[src/rtl/maze_mem_arbiter_if.sv]
// Bus bundle between the two maze requesters, the arbiter and the maze memory port.
// The master side is the requester/memory environment; the slave side is the arbiter.
interface maze_mem_arbiter_if #(
    parameter int maze_width = 6
);
    logic                  req0;
    logic                  req1;
    logic [maze_width-1:0] row0;
    logic [maze_width-1:0] col0;
    logic [maze_width-1:0] row1;
    logic [maze_width-1:0] col1;
    logic                  oe0;
    logic                  we0;
    logic                  oe1;
    logic                  we1;
    logic                  gnt0;
    logic                  gnt1;
    logic                  rvalid0;
    logic                  rvalid1;
    logic                  rdata0;
    logic                  rdata1;
    logic [maze_width-1:0] mem_row;
    logic [maze_width-1:0] mem_col;
    logic                  mem_oe;
    logic                  mem_we;
    logic                  mem_in;

    modport master (
        output req0, req1, row0, col0, row1, col1, oe0, we0, oe1, we1, mem_in,
        input  gnt0, gnt1, rvalid0, rvalid1, rdata0, rdata1,
               mem_row, mem_col, mem_oe, mem_we
    );

    modport slave (
        input  req0, req1, row0, col0, row1, col1, oe0, we0, oe1, we1, mem_in,
        output gnt0, gnt1, rvalid0, rvalid1, rdata0, rdata1,
               mem_row, mem_col, mem_oe, mem_we
    );
endinterface

[src/rtl/maze_mem_arbiter.sv]
// Burst arbiter sharing the maze memory port between the wall-follower solver (port 0)
// and the host loader/dump engine (port 1), round-robin on ties with optional hold limit.
module maze_mem_arbiter #(
    parameter int maze_width = 6,
    parameter int max_hold   = 0     // 0 = no limit; must fit the 16-bit hold counter
) (
    input  logic               clk,
    input  logic               rst_n,
    maze_mem_arbiter_if.slave  bus
);

    typedef enum logic [1:0] {
        IDLE = 2'b00,
        OWN0 = 2'b01,
        OWN1 = 2'b10,
        TURN = 2'b11
    } state_t;

    localparam logic [maze_width-1:0] CELL_ZERO = '0;
    localparam bit                    HOLD_EN   = (max_hold != 0);
    localparam logic [15:0]           HOLD_LAST = (max_hold == 0) ? 16'd0 : 16'(max_hold - 1);
    localparam logic [15:0]           HOLD_SAT  = 16'hFFFF;

    state_t      state_r;
    state_t      state_s;
    logic        last_owner_r;
    logic        last_owner_s;
    logic [15:0] hold_cnt_r;
    logic [15:0] hold_cnt_s;
    logic        gnt0_r;
    logic        gnt1_r;
    logic        rvalid0_r;
    logic        rvalid1_r;
    logic        pick_valid_s;
    logic        pick_port_s;
    logic        hold_hit_s;
    logic        rd0_s;
    logic        rd1_s;

    // Write wins over read, so a simultaneous oe/we never produces a return
    assign rd0_s      = gnt0_r & bus.oe0 & ~bus.we0;
    assign rd1_s      = gnt1_r & bus.oe1 & ~bus.we1;
    assign hold_hit_s = HOLD_EN && (hold_cnt_r == HOLD_LAST);

    // Round-robin pick among pending requests; ties go to the port that did not own last
    always_comb begin
        pick_valid_s = 1'b0;
        pick_port_s  = 1'b0;
        if (bus.req0 && bus.req1) begin
            pick_valid_s = 1'b1;
            pick_port_s  = ~last_owner_r;
        end else if (bus.req0) begin
            pick_valid_s = 1'b1;
            pick_port_s  = 1'b0;
        end else if (bus.req1) begin
            pick_valid_s = 1'b1;
            pick_port_s  = 1'b1;
        end else begin
            pick_valid_s = 1'b0;
            pick_port_s  = 1'b0;
        end
    end

    // Ownership FSM next state, round-robin history and hold counter
    always_comb begin
        state_s      = state_r;
        last_owner_s = last_owner_r;
        hold_cnt_s   = hold_cnt_r;
        case (state_r)
            IDLE, TURN: begin
                if (pick_valid_s) begin
                    state_s    = pick_port_s ? OWN1 : OWN0;
                    hold_cnt_s = 16'd0;
                end else begin
                    state_s = IDLE;
                end
            end
            OWN0: begin
                if (!bus.req0 || (bus.req1 && hold_hit_s)) begin
                    state_s      = TURN;
                    last_owner_s = 1'b0;
                end else if (bus.req1 && (hold_cnt_r != HOLD_SAT)) begin
                    hold_cnt_s = hold_cnt_r + 16'd1;
                end else begin
                    hold_cnt_s = hold_cnt_r;
                end
            end
            OWN1: begin
                if (!bus.req1 || (bus.req0 && hold_hit_s)) begin
                    state_s      = TURN;
                    last_owner_s = 1'b1;
                end else if (bus.req0 && (hold_cnt_r != HOLD_SAT)) begin
                    hold_cnt_s = hold_cnt_r + 16'd1;
                end else begin
                    hold_cnt_s = hold_cnt_r;
                end
            end
            default: begin
                state_s = IDLE;
            end
        endcase
    end

    // State, grants and read-return tags; grants are decoded from the next state so they stay registered
    always_ff @(posedge clk or negedge rst_n) begin
        if (!rst_n) begin
            state_r      <= IDLE;
            last_owner_r <= 1'b1;
            hold_cnt_r   <= 16'd0;
            gnt0_r       <= 1'b0;
            gnt1_r       <= 1'b0;
            rvalid0_r    <= 1'b0;
            rvalid1_r    <= 1'b0;
        end else begin
            state_r      <= state_s;
            last_owner_r <= last_owner_s;
            hold_cnt_r   <= hold_cnt_s;
            gnt0_r       <= (state_s == OWN0);
            gnt1_r       <= (state_s == OWN1);
            rvalid0_r    <= rd0_s;
            rvalid1_r    <= rd1_s;
        end
    end

    // Memory port mux: only the granted port reaches the memory
    always_comb begin
        bus.mem_row = CELL_ZERO;
        bus.mem_col = CELL_ZERO;
        bus.mem_we  = 1'b0;
        if (gnt0_r) begin
            bus.mem_row = bus.row0;
            bus.mem_col = bus.col0;
            bus.mem_we  = bus.we0;
        end else if (gnt1_r) begin
            bus.mem_row = bus.row1;
            bus.mem_col = bus.col1;
            bus.mem_we  = bus.we1;
        end else begin
            bus.mem_row = CELL_ZERO;
            bus.mem_col = CELL_ZERO;
            bus.mem_we  = 1'b0;
        end
    end

    assign bus.mem_oe  = rd0_s | rd1_s;
    assign bus.gnt0    = gnt0_r;
    assign bus.gnt1    = gnt1_r;
    assign bus.rvalid0 = rvalid0_r;
    assign bus.rvalid1 = rvalid1_r;
    assign bus.rdata0  = rvalid0_r & bus.mem_in;
    assign bus.rdata1  = rvalid1_r & bus.mem_in;

endmodule

[src/flat_wrapper.sv]
// flat-port wrapper written by rule: the top's interface ports become plain ports
module maze_mem_arbiter_flat 
#(
    parameter int maze_width = 6,
    parameter int max_hold   = 0                                                      
)
  (clk, rst_n, bus_req0, bus_req1, bus_row0, bus_col0, bus_row1, bus_col1, bus_oe0, bus_we0, bus_oe1, bus_we1, bus_mem_in, bus_gnt0, bus_gnt1, bus_rvalid0, bus_rvalid1, bus_rdata0, bus_rdata1, bus_mem_row, bus_mem_col, bus_mem_oe, bus_mem_we);
  maze_mem_arbiter_if #(.maze_width(maze_width)) bus_i ();
  input  logic clk;
  input  logic rst_n;
  input wire logic [$bits(bus_i.req0)-1:0] bus_req0;
  input wire logic [$bits(bus_i.req1)-1:0] bus_req1;
  input wire logic [$bits(bus_i.row0)-1:0] bus_row0;
  input wire logic [$bits(bus_i.col0)-1:0] bus_col0;
  input wire logic [$bits(bus_i.row1)-1:0] bus_row1;
  input wire logic [$bits(bus_i.col1)-1:0] bus_col1;
  input wire logic [$bits(bus_i.oe0)-1:0] bus_oe0;
  input wire logic [$bits(bus_i.we0)-1:0] bus_we0;
  input wire logic [$bits(bus_i.oe1)-1:0] bus_oe1;
  input wire logic [$bits(bus_i.we1)-1:0] bus_we1;
  input wire logic [$bits(bus_i.mem_in)-1:0] bus_mem_in;
  output wire logic [$bits(bus_i.gnt0)-1:0] bus_gnt0;
  output wire logic [$bits(bus_i.gnt1)-1:0] bus_gnt1;
  output wire logic [$bits(bus_i.rvalid0)-1:0] bus_rvalid0;
  output wire logic [$bits(bus_i.rvalid1)-1:0] bus_rvalid1;
  output wire logic [$bits(bus_i.rdata0)-1:0] bus_rdata0;
  output wire logic [$bits(bus_i.rdata1)-1:0] bus_rdata1;
  output wire logic [$bits(bus_i.mem_row)-1:0] bus_mem_row;
  output wire logic [$bits(bus_i.mem_col)-1:0] bus_mem_col;
  output wire logic [$bits(bus_i.mem_oe)-1:0] bus_mem_oe;
  output wire logic [$bits(bus_i.mem_we)-1:0] bus_mem_we;
  assign bus_i.req0 = bus_req0;
  assign bus_i.req1 = bus_req1;
  assign bus_i.row0 = bus_row0;
  assign bus_i.col0 = bus_col0;
  assign bus_i.row1 = bus_row1;
  assign bus_i.col1 = bus_col1;
  assign bus_i.oe0 = bus_oe0;
  assign bus_i.we0 = bus_we0;
  assign bus_i.oe1 = bus_oe1;
  assign bus_i.we1 = bus_we1;
  assign bus_i.mem_in = bus_mem_in;
  assign bus_gnt0 = bus_i.gnt0;
  assign bus_gnt1 = bus_i.gnt1;
  assign bus_rvalid0 = bus_i.rvalid0;
  assign bus_rvalid1 = bus_i.rvalid1;
  assign bus_rdata0 = bus_i.rdata0;
  assign bus_rdata1 = bus_i.rdata1;
  assign bus_mem_row = bus_i.mem_row;
  assign bus_mem_col = bus_i.mem_col;
  assign bus_mem_oe = bus_i.mem_oe;
  assign bus_mem_we = bus_i.mem_we;
  maze_mem_arbiter #(.maze_width(maze_width), .max_hold(max_hold)) u_core (.clk(clk), .rst_n(rst_n), .bus(bus_i));
endmodule
[config.mk]
export PLATFORM = sky130hd
export DESIGN_NAME = maze_mem_arbiter_flat
export DESIGN_NICKNAME = d
export VERILOG_FILES = /design/src/rtl/maze_mem_arbiter_if.sv /design/src/rtl/maze_mem_arbiter.sv /design/src/flat_wrapper.sv
export SDC_FILE = /design/constraint.sdc
export NUM_CORES = 1
export LEC_CHECK = 0
export BUFFER_PORTS_ARGS = -buffer_cell sky130_fd_sc_hd__buf_2
export CAP_MARGIN = 0
export CELL_PAD_IN_SITES_DETAIL_PLACEMENT = 1
export CELL_PAD_IN_SITES_GLOBAL_PLACEMENT = 2
export CORE_MARGIN = 2
export CORE_UTILIZATION = 16
export DETAILED_ROUTE_END_ITERATION = 8
export HOLD_SLACK_MARGIN = 0.08
export PLACE_DENSITY = 0.75
export SYNTH_ARGS = -nofsm -noshare
export SYNTH_HDL_FRONTEND = slang
export SYNTH_SLANG_ARGS = --single-unit
[constraint.sdc]
create_clock -name clk -period 1.4 [get_ports clk]
set_input_delay 0 -clock clk [delete_from_list [all_inputs] [get_ports clk]]
set_output_delay 0 -clock clk [all_outputs]
set_load 0.05 [all_outputs]
# After elaboration in Yosys (flattened, before gate mapping)
# Index checks and enable logic that the tools add are counted.
[totals]
regBits = 7
input_bits = 33
output_inout_bits = 20
word_cells = 47
[op_classes]
mux = 19
n_bitwise = 10
eq_ne = 7
reduce_logical = 5
[ops]
columns = ["op", "count"]
rows = [
  ["two-way mux 6 bit", 4],
  ["two-way mux 1 bit", 9],
  ["two-way mux 2 bit", 4],
  ["AND 1 bit", 6],
  ["== test 2 bit (second input constant)", 3],
  ["one-hot mux 2 bit (3 select lines)", 1],
  ["== test 2 x 1 -> 1 bit (second input constant)", 2],
  ["!= test 2 bit (second input constant)", 2],
  ["inverter 1 bit", 3],
  ["AND reduction 3 bit", 1],
  ["logical NOT 2 bit", 1],
  ["one-hot mux 1 bit (2 select lines)", 1],
  ["nonzero test 2 bit", 1],
  ["OR reduction 2 bit", 1],
  ["logical AND 1 bit", 1],
  ["bitwise OR 1 bit", 1],
]

# Depth between registers and ports, before layout
[depth]
depth_word = 7
mapped_depth = 5

# Least setup slack after synthesis
# No wires, ideal clock.
[synth_path]
path_type = "reg2out"
start = "reg u_core.gnt0_r (netlist: u_core.bus.gnt0)"
end = "out bus_mem_col[4]"
arrival_ps = 1984
slack_ps = -584
stages_incl_launch_ff = 3
n_path_buf = 1
cell_sequence = "dfrtp_1 > buf_2 > o21ai_0"
[synth_between]
elab_chain_cells = 1
[synth_lines]
columns = ["item", "line", "text"]
rows = [
  ["from (decl)", "maze_mem_arbiter.sv:30", "logic gnt0_r;"],
  ["from (signal assigned)", "maze_mem_arbiter.sv:118", "gnt0_r <= (state_s == OWN0);"],
  ["two-way mux 6 bit", "maze_mem_arbiter.sv:130", "if (gnt0_r) begin"],
  ["to (decl)", "flat_wrapper.sv:29", "output wire logic [$bits(bus_i.mem_col)-1:0] bus_mem_col;"],
]
# No other way between the ends.

# Worst setup path after layout
[layout_path]
start = "reg u_core.gnt1_r (netlist: u_core.bus.gnt1)"
end = "out bus_mem_row[2]"
[layout_between]
elab_chain_cells = 2
[layout_lines]
columns = ["item", "line", "text"]
rows = [
  ["from (decl)", "maze_mem_arbiter.sv:31", "logic gnt1_r;"],
  ["from (signal assigned)", "maze_mem_arbiter.sv:119", "gnt1_r <= (state_s == OWN1);"],
  ["two-way mux 6 bit", "maze_mem_arbiter.sv:134", "end else if (gnt1_r) begin"],
  ["two-way mux 6 bit", "maze_mem_arbiter.sv:130", ""],
  ["to (decl)", "flat_wrapper.sv:28", "output wire logic [$bits(bus_i.mem_row)-1:0] bus_mem_row;"],
]
# No other way between the ends.

==> results.yml <==
cts:
  ctsRootBufferMaster: "sky130_fd_sc_hd__clkbuf_4"
  worst_setup_hold_path_clk_slew_ns: 0.05
  cts_num_sinks: 7
  clock_latency_ns: 0.25
  cts_inserted_buffers: 3
  cts_tree: "built"
  cts.path.max_buffers: 2
  ctsHtreeMaxLevel: 1
drt:
  drtPass1Iterations: 4
  detail_route.drc_violations: 0
  detail_route.vias_per_cell: 4.539
  drt_first_iter_violations: 15
  wire_per_inst_um: 13.44
  postRouteAntennaNets: 0
  detailroute.via_count: 690
  total_wire_length_mm: 2.043
power_and_ir_drop:
  p_int_mw: 1.007
  power.leakage_nw: 0.5151
  share_of_total_power_in_combinational_logic_pct: 76.6
  power_density_nw_per_um2: 2439
  switchingPower_mw: 1.343
  share_clk_of_total_power_pct: 7.9
  seqPwrFrac_pct: 15.6
  power.switching_fraction_pct: 57.13
  worst_ir_drop_vdd_uv: 883.9
logic_synthesis:
  synthesized_flop_and_latch_total: 7
  netlist_instances: 56
  mappedNetlistArea_sq_um: 498.0
  yosys_warnings: 0
  synthesis.area_per_instance_sq_um: 8.892
  syn_nets: 92
  synth_area_leaders: "sky130_fd_sc_hd__dfrtp_1 (30%), sky130_fd_sc_hd__a22o_1 (21%), sky130_fd_sc_hd__ha_1 (7.5%), sky130_fd_sc_hd__dfstp_2 (5.3%), sky130_fd_sc_hd__nand2_1 (5.3%)"
  dominant_cell_type_by_area_after_synthesis: "sky130_fd_sc_hd__dfrtp_1"
  netlist.area_leader.share_pct: 30.15
  synth_cell_type_count: 20
  synth_sequential_area_ratio_pct: 35.43
floorplan:
  placeableCoreArea_sq_um: 3003
  die-area_sq_um: 3575
  dieHeight_um: 59.79
  site_row_count: 20
  ioPinCount: 53
  floorplan.initialDensity_pct: 16.58
  chipWidth_um: 59.79
critical_path:
  critical_path_peak_fanout: 6
  crit_path_start_kind: "register"
  critical_path.top_delay_family: "flip-flops"
  regToRegStartpoint: "u_core.state_r[0]"
  endpoint_kind: "primary output"
  cp.buffers_inverters: 1
  timing.reg2reg.worst_path_depth: 3
  timing_worst_setup_path_type: "register to primary output"
  r2r-end: "u_core.bus.gnt1"
  slowest_delay_ns: 0.40
  setup.worst_path.start: "u_core.bus.gnt1"
  cp_slowest_cell: "sky130_fd_sc_hd__dfrtp_1"
  timing.critical_path.required_ns: 1.40
  regToRegSetupSlack_ns: 0.12
  timing.critical_path.cells: "nor2b_2, a22o_2, buf_4"
  path_depth: 3
  arrival_ns: 1.34
sta:
  rsz_0062_raised_after_global_routing: "true"
  fin_crit_sh_pct: 95.64
  timing_hold_violations_final: 0
  tns_ns: 0
  fin_worst_skew_ns: 0.005682
  final-setup-viol-count: 0
  max_freq_mhz: 746.9
  timing_worst_slew_pin_value_ns: 0.2917
  layout_min_cycle_time_ns: 1.339
  timing.final.max_slew_violations: 0
  max-slew-margin-rel_pct: 80.30
cells_and_area:
  antenna-diode-count: 0
  layout_common_cells: "sky130_fd_sc_hd__buf_2 (39), sky130_fd_sc_hd__buf_4 (11), sky130_fd_sc_hd__a22o_2 (10), sky130_fd_sc_hd__nand2_1 (7), sky130_fd_sc_hd__dlygate4sd3_1 (7)"
  number_of_non_filler_instances_in_the_completed_layout: 152
  syn_to_final_growth_pct: 93.47
  num-fill-cells: 375
  final_nets: 156
  layout.cells.most_common: "sky130_fd_sc_hd__buf_2"
  share_of_final_layout_standard_cells_stronger_than_drive_strength_1_pct: 61.34
place:
  dp_hpwl_mm: 1.577
  dp_cells: 140
  routabilityCongestion: 0.7224
  portBuffers: 52
run_status:
  outcome: "completed"
hold_path:
  hold_path_class: "input port to async pin"
grt:
  grt_antenna_before_repair: 0
  largest_net_degree_at_the_start_of_global_routing: 17
  globalRoute.totalOverflow: 0
  grt_pass1_wl_mm: 2.877
  number_of_global_route_vias_before_repair: 663
  groute.usage.overall_pct: 10.68
flow_run:
  maxCapViolations: 0
==> power groups by stage <==
stage,combinational [mW],clock (mW),sequential [mW]
after floorplan,1.18,0,0.463
after global placement,1.63,0,0.345
after detailed placement,1.65,0,0.349
after CTS,1.76,0.196,0.352
after global routing,1.92,0.207,0.379
final,1.80,0.185,0.366
==> cell families after synthesis <==
family | after synthesis | share of synthesized area [%]
compound gates | 23 | 34.17
simple gates | 17 | 16.58
buf+inv | 6 | 6.279
fa+ha+maj | 3 | 7.538
flops | 7 | 35.43
==> metal layers <==
layer | wire [um] | global-route usage (%) | vias to the layer above
met5 | 0 | 0 | -
met1 | 719 | 10.08 | 306
met3 | 311 | 4.545 | 2
met4 | 5 | 1.905 | 0
li1 | - | - | 334
met2 | 1006 | 21.12 | 48
==> sequential cells by signal, summed over array words and instances (netlist names) <==
signal / cells
u_core.bus.gnt1: 1
u_core.bus.rvalid1: 1
u_core.bus.rvalid0: 1
u_core.last_owner_r: 1
u_core.state_r: 2
u_core.bus.gnt0: 1
==> worst max path at each step <==
stage	end	slack, ns
floorplan	bus_mem_col[4]	-0.20
detailed placement	u_core.last_owner_r	0.11
CTS	bus_mem_we	0.005
global placement	u_core.bus.gnt1	0.10
global route	bus_mem_row[2]	-0.02
finish	bus_mem_row[2]	0.06
==> cell usage after synthesis <==
cell type / number
sky130_fd_sc_hd__a22o_1: 12
sky130_fd_sc_hd__nand2_1: 7
sky130_fd_sc_hd__dfrtp_1: 6
sky130_fd_sc_hd__inv_1: 4
sky130_fd_sc_hd__o21ai_0: 4
sky130_fd_sc_hd__ha_1: 3
sky130_fd_sc_hd__nor2_1: 3
sky130_fd_sc_hd__a21oi_1: 2
sky130_fd_sc_hd__a31oi_1: 2
sky130_fd_sc_hd__and2_1: 2
sky130_fd_sc_hd__nand2b_1: 2
sky130_fd_sc_hd__buf_2: 1
sky130_fd_sc_hd__buf_6: 1
sky130_fd_sc_hd__dfstp_2: 1
sky130_fd_sc_hd__nand3_1: 1
sky130_fd_sc_hd__nor2b_2: 1
sky130_fd_sc_hd__o211ai_1: 1
sky130_fd_sc_hd__o22ai_1: 1
sky130_fd_sc_hd__o41ai_1: 1
sky130_fd_sc_hd__or2_2: 1
==> final cells by class <==
| class | instances | area [sq um] | area share (%) |
|---|---|---|---|
| Clock buffer | 4 | 26.28 | 2.727 |
| Sequential cell | 7 | 177.7 | 18.44 |
| Multi-Input combinational cell | 44 | 325.3 | 33.77 |
| Timing Repair Buffer | 60 | 377.9 | 39.22 |
| Tap cell | 33 | 41.29 | 4.286 |
| Inverter | 4 | 15.01 | 1.558 |
==> stage by stage <==
step / hold WS [ns] / cell area (sq um) / total power, mW / utilization (%) / worst slack, ns
finish: 0.1082 / 963.4 / 2.350 / 32.08 / 0.06109
detailed placement: -0.1520 / 809.5 / 1.995 / 26.96 / 0.1087
floorplan: -0.2956 / 516.7 / 1.647 / - / -0.2003
CTS: 0.1021 / 940.9 / 2.312 / 31.33 / 0.005131
global route: 0.1240 / 963.4 / 2.508 / 32.08 / -0.01829
global placement: -0.1538 / 809.5 / 1.972 / 26.96 / 0.1046
==> worst reg2reg max path, delay by kind of cell (launching register included) <==
kind / cells / cell delay [ns]
fa+ha+maj: 1 / 0.38
buf+inv: 1 / 0.07
compound gates: 1 / 0.35
flops: 1 / 0.36
==> repair_timing <==
action	in CTS	in global routing
setup endpoints to repair	12	10
hold endpoints to repair	12	0
gates resized for setup	13	5
setup buffers	0	0
hold buffers	7	0
cloned	0	1
(Power assumes the default switching activity.)
